### src/rtl/data_mem_responder.sv
// rtl/data_mem_responder.sv - strobe-driven data memory target with wait states, ack pulse and stall
module data_mem_responder #(
  parameter int DATA_W      = 8,
  parameter int ADDR_W      = 8,
  parameter int DEPTH       = 256,
  parameter int WAIT_CYCLES = 1
) (
  input  logic              clk,
  input  logic              rst,
  input  logic              n_mem_cs,
  input  logic              n_mem_oe,
  input  logic              n_mem_rw,
  input  logic [ADDR_W-1:0] addr,
  input  logic [DATA_W-1:0] wdata,
  output logic [DATA_W-1:0] rdata,
  output logic              ack,
  output logic              stall,
  output logic              err
);

  typedef enum logic [1:0] {
    S_IDLE   = 2'd0,
    S_WAIT   = 2'd1,
    S_ACCESS = 2'd2,
    S_DONE   = 2'd3
  } state_t;

  localparam int          IDX_W     = (DEPTH > 1) ? $clog2(DEPTH) : 1;
  localparam logic        SKIP_WAIT = (WAIT_CYCLES == 0);
  localparam logic [3:0]  WAIT_LOAD = (WAIT_CYCLES == 0) ? 4'd0 : 4'(WAIT_CYCLES - 1);
  localparam logic [ADDR_W:0] DEPTH_L = (ADDR_W + 1)'(DEPTH);

  state_t              state_q, state_d;
  logic [3:0]          cnt_q, cnt_d;
  logic [ADDR_W-1:0]   addr_q, addr_d;
  logic [DATA_W-1:0]   wdata_q, wdata_d;
  logic                write_q, write_d;
  logic                conflict_q, conflict_d;
  logic [DATA_W-1:0]   rdata_q, rdata_d;
  logic                ack_q, ack_d;
  logic                err_q, err_d;

  logic [DATA_W-1:0]   mem [0:DEPTH-1];

  logic                req_read;
  logic                req_write;
  logic                req_conflict;
  logic                req_valid;
  logic                in_range;
  logic [IDX_W-1:0]    idx;
  logic [DATA_W-1:0]   rd_word;

  // Strobe decode; a conflict (oe and write both asserted) is served as a read
  always_comb begin
    req_read     = !n_mem_cs && !n_mem_oe;
    req_write    = !n_mem_cs &&  n_mem_oe && n_mem_rw;
    req_conflict = !n_mem_cs && !n_mem_oe && n_mem_rw;
    req_valid    = req_read || req_write;
  end

  // Range check and array read use the latched address only
  always_comb begin
    in_range = ({1'b0, addr_q} < DEPTH_L);
    idx      = addr_q[IDX_W-1:0];
    rd_word  = in_range ? mem[idx] : '0;
  end

  // Next-state and registered-output computation for the access FSM
  always_comb begin
    state_d    = state_q;
    cnt_d      = cnt_q;
    addr_d     = addr_q;
    wdata_d    = wdata_q;
    write_d    = write_q;
    conflict_d = conflict_q;
    rdata_d    = rdata_q;
    ack_d      = 1'b0;
    err_d      = err_q;
    case (state_q)
      S_IDLE: begin
        if (req_valid) begin
          addr_d     = addr;
          wdata_d    = wdata;
          write_d    = req_write;
          conflict_d = req_conflict;
          cnt_d      = WAIT_LOAD;
          state_d    = SKIP_WAIT ? S_ACCESS : S_WAIT;
        end
      end
      S_WAIT: begin
        if (cnt_q == 4'd0) begin
          state_d = S_ACCESS;
        end else begin
          cnt_d = cnt_q - 4'd1;
        end
      end
      S_ACCESS: begin
        if (!write_q) begin
          rdata_d = rd_word;
        end
        if (!in_range || conflict_q) begin
          err_d = 1'b1;
        end
        ack_d   = 1'b1;
        state_d = S_DONE;
      end
      S_DONE: begin
        state_d = S_IDLE;
      end
      default: begin
        state_d = S_IDLE;
      end
    endcase
  end

  // FSM state and registered outputs; reset aborts any access in flight
  always_ff @(posedge clk or posedge rst) begin
    if (rst) begin
      state_q    <= S_IDLE;
      cnt_q      <= 4'd0;
      addr_q     <= '0;
      wdata_q    <= '0;
      write_q    <= 1'b0;
      conflict_q <= 1'b0;
      rdata_q    <= '0;
      ack_q      <= 1'b0;
      err_q      <= 1'b0;
    end else begin
      state_q    <= state_d;
      cnt_q      <= cnt_d;
      addr_q     <= addr_d;
      wdata_q    <= wdata_d;
      write_q    <= write_d;
      conflict_q <= conflict_d;
      rdata_q    <= rdata_d;
      ack_q      <= ack_d;
      err_q      <= err_d;
    end
  end

  // Array write on the edge leaving ACCESS; out-of-range writes are dropped
  always_ff @(posedge clk) begin
    if (state_q == S_ACCESS && write_q && in_range) begin
      mem[idx] <= wdata_q;
    end
  end

  // Stall freezes the core while a request is sampled or in service
  always_comb begin
    stall = (state_q == S_WAIT) || (state_q == S_ACCESS) ||
            ((state_q == S_IDLE) && req_valid);
  end

  assign rdata = rdata_q;
  assign ack   = ack_q;
  assign err   = err_q;

endmodule

### config.mk
export PLATFORM = sky130hd
export DESIGN_NAME = data_mem_responder
export DESIGN_NICKNAME = d
export VERILOG_FILES = /design/src/rtl/data_mem_responder.sv
export SDC_FILE = /design/constraint.sdc
export NUM_CORES = 2
export LEC_CHECK = 0
export CORE_MARGIN = 2
export CORE_UTILIZATION = 30
export DETAILED_ROUTE_END_ITERATION = 7
export PLACE_DENSITY = 0.47
export SLEW_MARGIN = 5
export SYNTH_ARGS = -nofsm -noshare
export SYNTH_HDL_FRONTEND = slang
export SYNTH_SLANG_ARGS = --single-unit
export TNS_END_PERCENT = 30
### constraint.sdc
create_clock -name clk -period 4.1 [get_ports clk]
set_input_delay 0.615 -clock clk [delete_from_list [all_inputs] [get_ports clk]]
set_output_delay 0.615 -clock clk [all_outputs]
set_load 0.01 [all_outputs]
# After elaboration in Yosys (flattened, before gate mapping)
# Memory sizes are Yosys's and may differ from the RTL's. A register that Yosys moved wholly into a read port is not among the register bits.
# Cells that the tools add are included.
[op_classes]
add_sub_neg = 1
n_eq_ne = 6
n_mux = 9
n_bitwise = 1
n_reduce_logical = 19
[op_table]
columns = ["operator", "count"]
rows = [
  ["$mux W4", 2],
  ["$pmux W2 S4", 1],
  ["$pmux W4 S2", 1],
  ["$reduce_and A2 Y1", 4],
  ["$logic_and A1 B1 Y1", 6],
  ["$ne A2 B2 Y1 const B", 3],
  ["$eq A2 B2 Y1 const B", 2],
  ["$logic_not A4 Y1", 1],
  ["$mux W2", 2],
  ["$sub A4 B1 Y4 const B", 1],
  ["$logic_or A1 B1 Y1", 3],
  ["$mux W1", 3],
  ["$reduce_and A3 Y1", 1],
  ["$eq A2 B1 Y1 const B", 1],
  ["$logic_not A1 Y1", 2],
  ["$logic_not A2 Y1", 1],
  ["$reduce_bool A2 Y1", 1],
  ["$not A1 Y1", 1],
]
[word_totals]
ff_bits = 26
ramBits = 2048
out_inout_bits = 11
word_cells = 45
mem_count = 1
[mem_list]
columns = ["name", "words", "width", "rd", "rd_clocked_by_memory_dff", "write_ports", "line_no", "rtl"]
rows = [
  ["mem", 256, 8, 1, 1, 1, "43", "logic [DATA_W-1:0] mem [0:DEPTH-1];"],
]

# Longest topological paths before layout
[depth]
ltp_word = 6
mapped_depth = 12
ltp_nobuf = 8

# Worst setup path before layout
# OpenSTA, ideal clock, no wires.
[synth_timing]
path_kind = "register -> register"
from = "register wdata_q[0]"
to = "memory mem[0][0] (data pin)"
arrival_time_ns = 3.181
t_required_ns = 3.297
setup_slack_ns = 0.116
stages_incl_launch_ff = 1
cell_sequence = "dfrtp_1"
[synth_lines]
columns = ["element", "line_no", "rtl"]
rows = [
  ["start, declared", "36", "logic [DATA_W-1:0] wdata_q, wdata_d;"],
  ["start signal, assigned", "132", "wdata_q <= wdata_d;"],
  ["end, declared", "43", ""],
]
# No word-level cell before the write port.

==> flow_summary.json <==
{
  "cts.sinks": 2082,
  "synthMuxAreaShare_pct": 16.0,
  "placed_area_mm2": 0.0889,
  "avgSynthCellArea_um2": 21.1,
  "synth-simple-area-share_pct": 2.99,
  "p_seq_share_pct": 41.1,
  "rr_worst_depth": 9,
  "cp_cell_sequence": "buf_12, buf_12, mux4_2, mux2i_1, o22ai_1, o21ai_0, o2111ai_1, a31oi_1, a31oi_1",
  "cts_setup_buffers": 0,
  "yosysSeqAreaShare_pct": 77.1,
  "critPathMaxFanout": 19,
  "max_stage_delay_ns": 0.67,
  "critical_path_class": "reg2reg",
  "die_area_mm2": 0.274,
  "tns_ns": 0,
  "min_period_ns": 3.75,
  "ctsHoldBuffers": 0,
  "synth-compound-area-share_pct": 2.28,
  "netlist-cell-type-count": 63,
  "final_area_mm2": 0.0959,
  "ys_warn_count": 0,
  "p_switching_mw": 23.4,
  "maxCapViolations": 0,
  "antenna_left": 0,
  "vias_per_cell": 5.13,
  "dp_slack_ns": 0.327,
  "placement_rows": 190,
  "antenna_found_initial": 16,
  "use_met3_pct": 2.95,
  "vias": 41500,
  "coreArea_mm2": 0.268,
  "initial_core_util_pct": 30.2,
  "setup_violations": 0,
  "relSlewSlack_pct": 15.8,
  "peakVddDrop_uv": 382,
  "synth_top_cells_by_area": "edfxtp_1 76%, mux4_2 14%, mux2i_1 1.9%, nor2_1 1.5%, dfrtp_1 1.1%",
  "gp_congestion": 0.852,
  "fp.dieW_um": 523,
  "synth_xor_area_share_pct": 0.0217,
  "place_hpwl_um": 159000,
  "root_buffer": "clkbuf_16",
  "pwr-share-clk_pct": 28.2,
  "outcome": "complete, no violations",
  "tightest_slew_ns": 1.26,
  "clock_skew_ns": 0.0469,
  "crit_arrival_ns": 4.46,
  "synthCells": 3843,
  "ys.flop_type": "edfxtp_1",
  "drt_wl_total_um": 246000,
  "synth_top_family_by_area": "multiplexers",
  "swShare_pct": 33.9,
  "r2r-start": "addr_q[1]$_DFFE_PP0P_",
  "htreeDepth": 4,
  "grt_pass1_wl_um": 343000,
  "io_pins": 32,
  "worst_setup_path_start_kind": "flip-flop",
  "cts_resized": 0,
  "p_int_mw": 45.5,
  "drive_gt1_share_pct": 30.1,
  "die_height_um": 523,
  "slew_violations": 0,
  "portBuffers": 31,
  "fillers": 24900,
  "clockBufferDepth": 3,
  "grt.overflow.total": 0,
  "hold_path.class": "in2async",
  "wl_per_cell_um": 30.4,
  "finalWorstSetupSlack_ns": 0.352,
  "grt_max_degree": 163,
  "finalCritPeriodShare_pct": 91.4,
  "grt_pass1_vias": 41600,
  "multiInputGateArea_mm2": 0.0173,
  "pwr-share-comb_pct": 30.7,
  "ff2ff_setup_slack_ns": 0.35,
  "hold_ws_ns": 0.243,
  "clk_pin_slew_worst_paths_ns": 0.06,
  "clock_latency_ns": 0.87,
  "cts_tree": "yes",
  "finalHoldViolCount": 0,
  "synth-edff-count": 2048,
  "syn-num-nets": 3869,
  "power_density_mw_per_mm2": 719,
  "ff_latch_area_mm2": 0.0624,
  "drt_iter0_markers": 4941,
  "grtUsageMet2_pct": 28.5,
  "synthArstFlopShare_pct": 1.63,
  "rsz0062_at_grt": "false",
  "use_met1_pct": 25.4,
  "first_pass_iters": 5,
  "slowest_stage": "dfrtp_4",
  "nets": 4394,
  "drc_errors": 0,
  "synth-seq-cells": 2082,
  "grt_use_total_pct": 17.9,
  "crit_path_end_kind": "flip-flop",
  "top_usage_layer": "met2",
  "timing.rr.end": "rdata[1]$_DFFE_PP0P_",
  "netlist_area_mm2": 0.0809,
  "area_delta_synth_final_pct": 18.5,
  "p_leak_nw": 30.2,
  "synth_top_area_share_pct": 76.0,
  "synthAdderAreaFrac_pct": 0.0773,
  "max_freq_ghz": 0.267,
  "required_ns": 4.81,
  "cts_inserted_buffers": 217,
  "yosysTopAreaCell": "edfxtp_1"
}
[cell usage after synthesis, types with 11 or more instances]
cell / count
buf_4: 49
a22oi_1: 46
edfxtp_1: 2048
a21oi_1: 27
clkbuf_1: 73
buf_2: 75
nor2b_1: 14
mux2_2: 28
nand3_1: 42
mux4_2: 491
buf_1: 11
nand2_1: 126
dfrtp_1: 34
nor3_1: 12
a31oi_1: 12
o22ai_1: 59
nor2_1: 332
mux2i_1: 152
buf_6: 14
a32oi_1: 13
o21ai_0: 40
[per-stage QoR]
stage / utilization [%] / power (mW) / std cells
3_5_place_dp: 33.1 / 50.1 / 7701
5_1_grt: 35.8 / 71.2 / 8100
4_1_cts: 35.8 / 69.6 / 8100
3_3_place_gp: 33.1 / 50.0 / 7701
2_1_floorplan: - / 40.2 / 3843
6_report: 35.8 / 68.9 / 8103
[critical path, delay by kind of cell (launching register included)]
family / cells / cell delay, ns
buffers and inverters: 2 / 0.55
multiplexers: 2 / 1.12
flip-flops: 1 / 0.67
AO/OA/AOI/OAI: 5 / 1.20
[worst max path at each step]
| stage | to | startpoint | slack [ns] | depth (start not counted) |
|---|---|---|---|---|
| 2_1_floorplan | mem[0][0]$_DFFE_PP_ | wdata_q[0]$_DFFE_PP0P_ | 0.12 | 0 |
| 3_3_place_gp | rdata[1]$_DFFE_PP0P_ | addr_q[1]$_DFFE_PP0P_ | 0.32 | 9 |
| 3_5_place_dp | rdata[4]$_DFFE_PP0P_ | addr_q[1]$_DFFE_PP0P_ | 0.33 | 9 |
| 4_1_cts | rdata[4]$_DFFE_PP0P_ | addr_q[1]$_DFFE_PP0P_ | 0.34 | 9 |
| 5_1_grt | rdata[4]$_DFFE_PP0P_ | addr_q[1]$_DFFE_PP0P_ | 0.29 | 9 |
| 6_report | rdata[1]$_DFFE_PP0P_ | addr_q[1]$_DFFE_PP0P_ | 0.35 | 9 |
[sequential cells by signal, indices dropped and copies added, names as in the netlist]
name,flops
err,1
conflict_q,1
wdata_q,8
state_q,2
cnt_q,4
rdata,8
addr_q,8
write_q,1
ack,1
mem,2048
[cell type report]
type                       instances  share of cell area [%]
antenna                            3                 0.00783
clock buffer                     255                    5.83
clock inverter                   144                    1.44
inverter                          13                  0.0561
multi-input combinational       1525                    18.1
sequential                      2082                    65.1
tap                             3552                    4.64
timing repair buffer             529                    4.85
[layer usage]
| metal | vias to the layer above | part of all wire, % | wire (um) |
|---|---|---|---|
| met5 | - | 0.011 | 27 |
| met4 | 4 | 2.6 | 6440 |
| met3 | 313 | 6.6 | 16400 |
| met2 | 1540 | 47 | 117000 |
| met1 | 22700 | 43 | 107000 |
| li1 | 17000 | - | - |
[cells in the final DEF (no fill, tap or decap), types with 16 or more instances in the layout]
cell,netlist,layout
clkinv_1,1,55
a22oi_1,46,46
o21ai_0,40,40
nand2_1,126,110
buf_4,49,450
nor2_1,332,330
mux2_2,28,28
edfxtp_1,2048,2048
a21oi_1,27,27
buf_12,1,48
nand3_1,42,42
mux4_2,491,491
dfrtp_1,34,21
nand2_2,0,16
clkbuf_1,73,37
mux2i_1,152,152
clkdlybuf4s50_1,0,31
bufinv_16,0,22
clkbuf_16,0,218
o22ai_1,59,59
clkinv_2,0,44
[logic make-up (layout without fill, tap and decap cells)]
| group | after synthesis | after routing |
|---|---|---|
| mux | 672 | 672 |
| fa+ha+maj | 5 | 5 |
| compound gates | 269 | 269 |
| buf+inv | 236 | 941 |
| other cells | 0 | 3 |
| simple gates | 577 | 577 |
| xor+xnor | 2 | 2 |
| flops | 2082 | 2082 |
[power by group through the flow]
| stage | combinational [mW] | sequential [mW] | clock (mW) |
|---|---|---|---|
| 2_1_floorplan | 10.6 | 29.6 | 0 |
| 3_3_place_gp | 21.3 | 28.7 | 0 |
| 3_5_place_dp | 21.4 | 28.8 | 0 |
| 4_1_cts | 21.4 | 28.3 | 19.9 |
| 5_1_grt | 22.1 | 28.4 | 20.7 |
| 6_report | 21.2 | 28.3 | 19.4 |
Power figures use the tool's default switching activity.
